$ cat src/rtl/tdm_demux8.sv
// Receive-side TDM demultiplexer: collects an 8-slot frame into a shadow
// buffer and presents all eight channels together once the frame completes.
module tdm_demux8 #(
  parameter int unsigned WIDTH = 1
) (
  input  logic             clk,
  input  logic             rst,
  input  logic [WIDTH-1:0] din,
  input  logic             din_valid,
  input  logic             sof,
  output logic [WIDTH-1:0] ch0,
  output logic [WIDTH-1:0] ch1,
  output logic [WIDTH-1:0] ch2,
  output logic [WIDTH-1:0] ch3,
  output logic [WIDTH-1:0] ch4,
  output logic [WIDTH-1:0] ch5,
  output logic [WIDTH-1:0] ch6,
  output logic [WIDTH-1:0] ch7,
  output logic             frame_valid,
  output logic             frame_err,
  output logic [2:0]       slot,
  output logic             busy
);

  localparam int unsigned NSLOT  = 8;
  localparam int unsigned SLOT_W = 3;

  typedef enum logic {
    IDLE    = 1'b0,
    COLLECT = 1'b1
  } state_e;

  state_e              state_q, state_d;
  logic [SLOT_W-1:0]   slot_q, slot_d;
  // Slot 7 goes straight to the channel register, so only slots 0..6 are shadowed.
  logic [WIDTH-1:0]    shadow_q [NSLOT-1];
  logic [WIDTH-1:0]    shadow_d [NSLOT-1];
  logic [WIDTH-1:0]    ch_q     [NSLOT];
  logic [WIDTH-1:0]    ch_d     [NSLOT];
  logic                frame_valid_q, frame_valid_d;
  logic                frame_err_q, frame_err_d;
  logic                busy_q, busy_d;

  // Next-state, slot steering and frame publication.
  always_comb begin
    state_d       = state_q;
    slot_d        = slot_q;
    shadow_d      = shadow_q;
    ch_d          = ch_q;
    frame_valid_d = 1'b0;
    frame_err_d   = 1'b0;

    if (din_valid) begin
      if (state_q == IDLE) begin
        if (sof) begin
          shadow_d[0] = din;
          slot_d      = SLOT_W'(1);
          state_d     = COLLECT;
        end
      end else begin
        if (sof) begin
          // Early sof: abandon the partial frame and restart at slot 0.
          frame_err_d = 1'b1;
          shadow_d[0] = din;
          slot_d      = SLOT_W'(1);
        end else if (slot_q == SLOT_W'(NSLOT - 1)) begin
          for (int unsigned i = 0; i < NSLOT - 1; i++) begin
            ch_d[i] = shadow_q[i];
          end
          ch_d[NSLOT-1] = din;
          frame_valid_d = 1'b1;
          slot_d        = '0;
          state_d       = IDLE;
        end else begin
          for (int unsigned i = 1; i < NSLOT - 1; i++) begin
            if (slot_q == SLOT_W'(i)) begin
              shadow_d[i] = din;
            end
          end
          slot_d = slot_q + SLOT_W'(1);
        end
      end
    end

    busy_d = (state_d == COLLECT);
  end

  // State and datapath registers with asynchronous reset.
  always_ff @(posedge clk or posedge rst) begin
    if (rst) begin
      state_q       <= IDLE;
      slot_q        <= '0;
      frame_valid_q <= 1'b0;
      frame_err_q   <= 1'b0;
      busy_q        <= 1'b0;
      for (int unsigned i = 0; i < NSLOT - 1; i++) begin
        shadow_q[i] <= '0;
      end
      for (int unsigned i = 0; i < NSLOT; i++) begin
        ch_q[i] <= '0;
      end
    end else begin
      state_q       <= state_d;
      slot_q        <= slot_d;
      frame_valid_q <= frame_valid_d;
      frame_err_q   <= frame_err_d;
      busy_q        <= busy_d;
      shadow_q      <= shadow_d;
      ch_q          <= ch_d;
    end
  end

  assign ch0         = ch_q[0];
  assign ch1         = ch_q[1];
  assign ch2         = ch_q[2];
  assign ch3         = ch_q[3];
  assign ch4         = ch_q[4];
  assign ch5         = ch_q[5];
  assign ch6         = ch_q[6];
  assign ch7         = ch_q[7];
  assign frame_valid = frame_valid_q;
  assign frame_err   = frame_err_q;
  assign slot        = slot_q;
  assign busy        = busy_q;

endmodule

$ cat config.mk
export PLATFORM = sky130hd
export DESIGN_NAME = tdm_demux8
export DESIGN_NICKNAME = d
export VERILOG_FILES = /design/src/rtl/tdm_demux8.sv
export SDC_FILE = /design/constraint.sdc
export NUM_CORES = 1
export LEC_CHECK = 0
export ABC_AREA = 1
export CAP_MARGIN = 20
export CORE_ASPECT_RATIO = 1.4
export CORE_MARGIN = 2
export CORE_UTILIZATION = 50
export CTS_CLUSTER_SIZE = 14
export DETAILED_ROUTE_END_ITERATION = 8
export GPL_TIMING_DRIVEN = 1
export PLACE_DENSITY = 0.77
export SYNTH_ARGS = -nofsm -noshare
export SYNTH_HDL_FRONTEND = slang
export SYNTH_SLANG_ARGS = --single-unit
$ cat constraint.sdc
create_clock -name clk -period 3.8 [get_ports clk]
set_clock_uncertainty 0.05 [all_clocks]
set_input_delay 0.76 -clock clk [delete_from_list [all_inputs] [get_ports clk]]
set_output_delay 0.76 -clock clk [all_outputs]
set_load 0.05 [all_outputs]
==> results.txt <==
outcome - completed
drt drc - 0
Syn. warnings - 0
post-CTS setup buffer count - 0
Synth area leader - dfrtp_1
Critical Path Slowest Stage Cell - clkdlybuf4s50_1
HP Class - reg2reg
Fin. Hold Viols - 0
Post-CTS Hold Fix Bufs - 0
Worst VDD drop - 0.3096 mV
synthesized cell area - 993.5 sq um
CP startpoint kind - flop
H-tree Lvls - 1
share of layout cells above drive strength 1 - 0.07407
Syn Nets - 126
number of global-route vias before repair - 757
Core Box Area - 1926 sq um
Clk pwr share - 0.167
Biggest register - shadow_q
largest net degree at the start of global routing - 22
number of flip-flops under the largest register name - 7
crit-path max cell delay - 870 ps
cells after synthesis - 115
DIE AREA - 2364 sq um
clk slew on worst S/H paths - 110 ps
Stages on worst setup path - 1
combinational family with the most area after synthesis - simple AND/OR/NAND/NOR gates
adder-cell share of the synthesized area - 0.07557
critical path type - reg2out
Netlist cell types - 16
hpwl dp - 1378 um
unrepaired setup endpoints after global routing - false
share of the synthesized area in the top cell type - 0.5290
Clock Latency Late Sink - 290 ps
Clock Tree Buf Depth - 2
PortBufs - 18
final setup violating endpoints - 0
FMAX - 0.4025 GHz
clk sinks - 21
CP arrival - 1670 ps
Switching Share - 0.3824
synth top area cells - dfrtp_1 (53%), nand2_1 (17%), ha_1 (7.6%)
relative slew slack - 0.4794
delay-heaviest family, CP - buffers and inverters
sequential fraction of the synthesis area - 0.5290
post-DR wirelength/cell - 11.55 um
root buf cell - clkbuf_4
first-pass GRT wire length - 3174 um
WL final - 1802 um
Final Max Slew Viols - 0
syn avg cell area - 8.639 sq um
via/cell ratio - 5.045
initial DRC count - 17
Synth Area in XOR/XNOR - 0
Synth Area in Compound Gates - 0.03275
Pre-antenna DRT Iters - 4
critical path, cell by cell - clkdlybuf4s50_1
#FFs+latches synth - 21
total global routing overflow - 0
initial antenna violation count - 0
Die Y - 56.74 um
Initial Util - 0.5159
internal power - 0.3846 mW
switching power - 0.2382 mW
Final GP Congestion - 0.7309
# rows - 19
setup ws final - 1316 ps
Period minus WS final - 2484 ps
via count - 787
Gates resized, CTS repair - 0
Final Cycle Share - 0.6537
Buf+Inv Stages, Crit Path - 1
Max-Cap Viols - 0
pre-CTS setup slack - 1652 ps
io pins - 19
Core Util, Final - 0.6270
Area growth, synth to finish - 21.54%
Final nets - 147
Critical Path RT - 2990 ps
clock tree from TritonCTS - yes
crit path capture type - primary output
# diodes - 0
die span in x - 41.67 um
combinational power share - 0.344
setup TNS - 0 ps
sequential share of power - 0.489
clock buffer count from CTS - 3
Antenna Nets Post-Route - 0
Synth Area in Simple Gates - 0.2859
mux share of post-synthesis cell area - 0
worst-margin pin slew - 780.0 ps
PwrDens - 515.8 nW/um^2
leakage - 0.6536 nW
GRT Util Overall - 0.1720
worst r2r path cells - 6
Crit Path Max Fanout - 9
hold path cells - 2
per-stage QoR:
| step | hold WS (ps) | instance area [sq um] | total power, mW | cells |
|---|---|---|---|---|
| 2_1_floorplan | 392.0 | 993.5 | 0.4554 | 115 |
| 5_1_grt | 472.7 | 1207 | 0.6643 | 156 |
| 4_1_cts | 436.3 | 1207 | 0.6297 | 156 |
| 6_report | 430.5 | 1207 | 0.6228 | 156 |
| 3_5_place_dp | 409.1 | 1181 | 0.5263 | 152 |
| 3_3_place_gp | 404.9 | 1181 | 0.5158 | 152 |
cell type report:
type,instances,area (sq um)
multi-input combinational,78,391.6
fill,172,718.2
clock buffer,4,26.28
tap,21,26.28
timing repair buffer,18,180.2
sequential,21,525.5
inverter,14,57.56
metal layers:
metal  global-route usage  up-vias  wire length (um)
met3              0.01929        2                35
met5                    0        -                 0
met4              0.05530        0                13
met2               0.3259       15               983
met1               0.1949      370               770
li1                     -      400                 -
power by group through the flow:
| stage | logic, mW | registers (mW) | clock network [mW] |
|---|---|---|---|
| 4_1_cts | 0.217 | 0.306 | 0.107 |
| 6_report | 0.214 | 0.305 | 0.104 |
| 2_1_floorplan | 0.0776 | 0.378 | 0 |
| 3_3_place_gp | 0.208 | 0.307 | 0 |
| 3_5_place_dp | 0.216 | 0.310 | 0 |
| 5_1_grt | 0.235 | 0.314 | 0.115 |
cell usage after synthesis:
library cell,n
o21ai_0,4
buf_6,1
nor2_2,2
o21ai_1,1
inv_1,10
o211ai_1,1
nand4_1,6
inv_6,1
dfrtp_1,21
nand2_4,1
ha_1,6
nor2_1,4
inv_2,3
nand2_1,46
nand3_1,7
buf_4,1
path summary, 6_finish.rpt:
kind | from | endpoint | slack [ps]
max in group asynchronous | rst | shadow_q[4] | 2360
max reg2reg | slot[0] | shadow_q[4] | 2050
min | shadow_q[4] | shadow_q[4] | 430
max | slot[2] | slot[2] | 1320
min reg2reg | shadow_q[4] | shadow_q[4] | 430
min in group asynchronous | rst | ch0 | 850
cell usage in the layout, fill, tap and decap left out:
cell,n
nand3_1,7
nor2_2,2
inv_2,3
o211ai_1,1
clkdlybuf4s50_1,18
o21ai_1,1
inv_1,10
o21ai_0,4
nand2_4,1
clkbuf_4,3
nor2_1,4
nand4_1,6
inv_6,1
nand2_1,46
dfrtp_1,21
ha_1,6
clkbuf_1,1
logic make-up (layout without fill, tap and decap cells):
family / Yosys count / after routing
adders and majority gates: 6 / 6
AOI/OAI and AO/OA: 6 / 6
DFF: 21 / 21
buffers and inverters: 16 / 36
and+or+nand+nor: 66 / 66
No activity file was read; power rests on OpenSTA's default activity.
